File: src/rtl/sync_debounce_edge.sv
// -----------------------------------------------------------------------------
// sync_debounce_edge
//
// Purpose:
//   Debounces a 1-bit level that has already been synchronized into the clk
//   domain. A new level is accepted only after DEBOUNCE_CYCLES consecutive
//   samples at that level. The block produces:
//     - the filtered level
//     - one-cycle rise and fall strobes
//     - a one-cycle glitch strobe for an aborted candidate
//     - a saturating glitch counter for status reporting
//
// Parameters:
//   DEBOUNCE_CYCLES  consecutive equal samples needed to accept (>= 2)
//   GLITCH_CNT_W     width of o_glitch_cnt (>= 1)
//   INIT_LEVEL       level presented (and stable state entered) after reset
//
// Ports:
//   clk           in   clock, all logic on posedge
//   rst           in   synchronous reset, active-high
//   i_sig_sync    in   synchronized input level
//   i_cnt_clr     in   clears o_glitch_cnt on the next edge (beats increment)
//   o_level       out  debounced level
//   o_rise        out  1-cycle strobe, o_level went 0->1
//   o_fall        out  1-cycle strobe, o_level went 1->0
//   o_glitch      out  1-cycle strobe, candidate change aborted
//   o_glitch_cnt  out  saturating count of aborted candidates
// -----------------------------------------------------------------------------
module sync_debounce_edge #(
    parameter int   DEBOUNCE_CYCLES = 16,
    parameter int   GLITCH_CNT_W    = 8,
    parameter logic INIT_LEVEL      = 1'b0
) (
    input  logic                    clk,
    input  logic                    rst,
    input  logic                    i_sig_sync,
    input  logic                    i_cnt_clr,
    output logic                    o_level,
    output logic                    o_rise,
    output logic                    o_fall,
    output logic                    o_glitch,
    output logic [GLITCH_CNT_W-1:0] o_glitch_cnt
);

    localparam int CNT_W = $clog2(DEBOUNCE_CYCLES);
    // Count value held while sampling the last required candidate sample.
    localparam logic [CNT_W-1:0] CNT_LAST = CNT_W'(DEBOUNCE_CYCLES - 1);

    typedef enum logic [1:0] {
        STABLE_LO,
        CHK_HI,
        STABLE_HI,
        CHK_LO
    } state_t;

    state_t                  r_state;
    logic [CNT_W-1:0]        r_cnt;
    logic                    r_level;
    logic                    r_rise;
    logic                    r_fall;
    logic                    r_glitch;
    logic [GLITCH_CNT_W-1:0] r_glitch_cnt;

    logic w_glitch_evt;
    logic w_cnt_sat;

    // A candidate is aborted when the input returns to the stable level
    // while a check is in progress; this is the only glitch source.
    assign w_glitch_evt = ((r_state == CHK_HI) && !i_sig_sync) ||
                          ((r_state == CHK_LO) &&  i_sig_sync);
    assign w_cnt_sat    = &r_glitch_cnt;

    always_ff @(posedge clk) begin
        if (rst) begin
            r_state      <= INIT_LEVEL ? STABLE_HI : STABLE_LO;
            r_cnt        <= '0;
            r_level      <= INIT_LEVEL;
            r_rise       <= 1'b0;
            r_fall       <= 1'b0;
            r_glitch     <= 1'b0;
            r_glitch_cnt <= '0;
        end else begin
            // Strobes default low so each pulse lasts exactly one cycle.
            r_rise   <= 1'b0;
            r_fall   <= 1'b0;
            r_glitch <= w_glitch_evt;

            case (r_state)
                STABLE_LO: begin
                    if (i_sig_sync) begin
                        r_state <= CHK_HI;
                        r_cnt   <= CNT_W'(1);
                    end
                end
                CHK_HI: begin
                    if (!i_sig_sync) begin
                        r_state <= STABLE_LO;
                    end else if (r_cnt == CNT_LAST) begin
                        r_state <= STABLE_HI;
                        r_level <= 1'b1;
                        r_rise  <= 1'b1;
                    end else begin
                        r_cnt <= r_cnt + CNT_W'(1);
                    end
                end
                STABLE_HI: begin
                    if (!i_sig_sync) begin
                        r_state <= CHK_LO;
                        r_cnt   <= CNT_W'(1);
                    end
                end
                CHK_LO: begin
                    if (i_sig_sync) begin
                        r_state <= STABLE_HI;
                    end else if (r_cnt == CNT_LAST) begin
                        r_state <= STABLE_LO;
                        r_level <= 1'b0;
                        r_fall  <= 1'b1;
                    end else begin
                        r_cnt <= r_cnt + CNT_W'(1);
                    end
                end
            endcase

            // Clear takes priority over a same-cycle increment; the count
            // holds at all-ones instead of wrapping.
            if (i_cnt_clr) begin
                r_glitch_cnt <= '0;
            end else if (w_glitch_evt && !w_cnt_sat) begin
                r_glitch_cnt <= r_glitch_cnt + GLITCH_CNT_W'(1);
            end
        end
    end

    assign o_level      = r_level;
    assign o_rise       = r_rise;
    assign o_fall       = r_fall;
    assign o_glitch     = r_glitch;
    assign o_glitch_cnt = r_glitch_cnt;

endmodule

File: config.mk
export PLATFORM = sky130hd
export DESIGN_NAME = sync_debounce_edge
export DESIGN_NICKNAME = d
export VERILOG_FILES = /design/src/rtl/sync_debounce_edge.sv
export SDC_FILE = /design/constraint.sdc
export NUM_CORES = 1
export LEC_CHECK = 0
export CAP_MARGIN = 20
export CORE_ASPECT_RATIO = 0.7
export CORE_MARGIN = 4
export CORE_UTILIZATION = 42
export CTS_CLUSTER_DIAMETER = 80
export CTS_CLUSTER_SIZE = 10
export DETAILED_ROUTE_END_ITERATION = 8
export GPL_TIMING_DRIVEN = 0
export PLACE_DENSITY = 0.71
export SLEW_MARGIN = 30
export SYNTH_ARGS = -nofsm -noshare
export SYNTH_HDL_FRONTEND = slang
export SYNTH_SLANG_ARGS = --single-unit
export TNS_END_PERCENT = 10
File: constraint.sdc
create_clock -name clk -period 2.7 [get_ports clk]
set_input_delay 0.54 -clock clk [delete_from_list [all_inputs] [get_ports clk]]
set_output_delay 0.54 -clock clk [all_outputs]
set_load 0.1 [all_outputs]
==> results_dict.tcl <==
set metrics [dict create \
    status "completed" \
    num_rows 13 \
    root_buffer "clkbuf_4" \
    ys_seq_area_share_pct 44.1 \
    clkTransAtPathRegs_ns 0.10 \
    max_slew.worst_pin.slew_ns 0.971 \
    hp-class "flop to flop" \
    routed_wl_um 1590 \
    drtIter0Drc 21 \
    syn-cell-area_um2 817 \
    ir_worst_vdd_mv 0.301 \
    multi_input_area_um2 433 \
    yosysTopAreaCell "dfxtp_1" \
    synth_edf_count 0 \
    ys.warnings.count 0 \
    n_fill_cell 183 \
    grt_pass1_vias 636 \
    cp-end-kind "output pin" \
    path_delay_family "buffers and inverters" \
    slowest_delay_ns 1.18 \
    reg2reg_depth 5 \
    cts_buffers 3 \
    critPathLaunchType "flop" \
    dieArea_mm2 0.00273 \
    postSynth.asyncResetShare_pct 0 \
    vias 704 \
    cts.htree.levels 1 \
    rsz0062_at_grt "false" \
    gp_congestion 0.852 \
    grt_max_degree 11 \
    clock_latency_ns 0.29 \
    overflow 0 \
    hpwl_um 1170 \
    max_cap_violations 0 \
    final_layout_size_suffix_gt1_share_pct 13.0 \
    setup_viol_count_final 0 \
    final_cell_mix "dfxtp_1 (18), clkdlybuf4s50_1 (15), nor2_1 (10)" \
    postCtsSetupBuffers 0 \
    critical_path_class "flop to output pin" \
    cts_resized 0 \
    diodes 0 \
    fin_setup_tns_ns 0 \
    fin_crit_sh_pct 91.5 \
    synth_seq_cells 18 \
    final_common_cell "dfxtp_1" \
    area.growth.synth_to_final_pct 26.2 \
    fin_crit_ns 2.47 \
    cp.required_ns 2.16 \
    netlist.area_leader.share_pct 44.1 \
    timing.hold.ws_ns 0.489 \
    cp.arrival_ns 1.93 \
    postRouteAntennaNets 0 \
    cp_max_fo 7 \
    timing.slew.headroom_pct 35.0 \
    register_area_um2 360 \
    syn_inst 89 \
    tritoncts "done" \
    path_cells "clkdlybuf4s50_1" \
    p_per_area_mw_per_mm2 471 \
    postCtsHoldBufs 0 \
    fmax_mhz 405 \
    io_buffers 15 \
    slew_viol_final 0 \
    synth.area.top_cells "dfxtp_1 (44%), nor2_1 (4.6%), a21oi_1 (4.3%)" \
    boundaryPins 16 \
    critical_path_cell_count 1 \
    wl_per_cell_um 12.3 \
    core_area_mm2 0.00185 \
    fin_nets 115 \
    cts_sinks 18 \
    slowest_stage "clkdlybuf4s50_1" \
    whs_path_depth 2 \
    hold_viol_final 0 \
    firstDrtPassIters 4 \
    grtUsageTotal_pct 12.9 \
    grt_pass1_wl_um 2660 \
    ys_dominant_reg_cell "dfxtp_1" \
    start_util_pct 44.1 \
    critPathBufInv 1 \
    yosysUniqueCellTypes 34 \
    viasPerCell 5.42 \
    clock_path_buffers 2 \
    syn_area_per_cell_um2 9.18 \
    die_w_um 60.7 \
    p_leak_nw 0.374 \
    antenna_found_initial 0 \
    skew_ns 0.00255 \
    drc 0 \
    syn_nets 95 \
    chipHeight_um 44.9 \
]
state kept, by name (all words and copies together) (netlist names), named ones only:
register / count
r_cnt: 4
o_glitch: 1
o_fall: 1
o_rise: 1
r_state: 1
o_level: 1
o_glitch_cnt: 8
logic make-up after synthesis:
kind of cell	after synthesis	synth area share (%)
AND/OR/NAND/NOR	36	25.0
buffers and inverters	6	2.91
multiplexers	2	2.45
AO/OA/AOI/OAI	21	17.3
XOR/XNOR	4	5.21
adder cells (fa/ha/maj)	2	3.06
flip-flops	18	44.1
worst min-delay path, cell delays in order (launching register included):
cell	delay, ns
dfxtp_1	0.33
o21ai_0	0.07
a21oi_1	0.06
layout make-up:
cell class | instances | share of cell area, %
multi-input cells | 65 | 42.0
flip-flops and latches | 18 | 35.0
repair buffers | 15 | 14.6
clock buffers | 4 | 3.52
well taps | 22 | 2.67
plain buffers | 3 | 1.21
inverters | 3 | 1.09
metrics by stage:
stage / utilization, % / cell area [µm²] / setup slack (ns) / std cells / total power [mW]
6_report: 55.6 / 1030 / 0.231 / 130 / 0.486
5_1_grt: 55.6 / 1030 / 0.179 / 130 / 0.507
4_1_cts: 55.6 / 1030 / 0.220 / 130 / 0.493
3_5_place_dp: 53.6 / 995 / 0.513 / 126 / 0.328
3_3_place_gp: 53.6 / 995 / 0.524 / 126 / 0.328
2_1_floorplan: - / 817 / 0.454 / 89 / 0.314
synthesized netlist by cell type, types with 2 or more instances:
cell type / count
dfxtp_1: 18
nor2_1: 10
a21oi_1: 7
nand2_1: 5
a211oi_1: 4
a31oi_1: 3
inv_1: 3
nand4_1: 3
nor3_1: 3
and3_1: 2
and3_2: 2
ha_1: 2
mux2i_1: 2
nand3_1: 2
o21ai_0: 2
o21bai_1: 2
xor2_1: 2
power by group:
| part | internal, mW | switching [mW] | total [mW] | leakage (nW) |
|---|---|---|---|---|
| Clock | 0.0822 | 0.0814 | 0.164 | 0.0210 |
| Combinational | 0.0157 | 0.0335 | 0.0493 | 0.207 |
| Sequential | 0.270 | 0.00295 | 0.273 | 0.146 |
final timing paths:
check	start	to	slack, ns
worst min register to register	o_level$_SDFFE_PP0P_	o_level$_SDFFE_PP0P_	0.49
worst min-delay path	o_level$_SDFFE_PP0P_	o_level$_SDFFE_PP0P_	0.49
worst max register to register	o_glitch_cnt[0]$_SDFFE_PP0P_	o_glitch_cnt[5]$_SDFFE_PP0P_	1.11
worst max-delay path	o_glitch_cnt[3]$_SDFFE_PP0P_	o_glitch_cnt[3]	0.23
metal layers:
| metal | wire, µm | up-vias | GRT usage [%] | share of wire (%) |
|---|---|---|---|---|
| met5 | 0 | - | 0 | 0 |
| met4 | 21 | 0 | 3.90 | 1.3 |
| met3 | 96 | 2 | 4.29 | 6.0 |
| met2 | 645 | 21 | 19.0 | 40 |
| met1 | 830 | 315 | 18.0 | 52 |
| li1 | - | 366 | - | - |
Note: power is estimated with default switching activity, not from simulation.
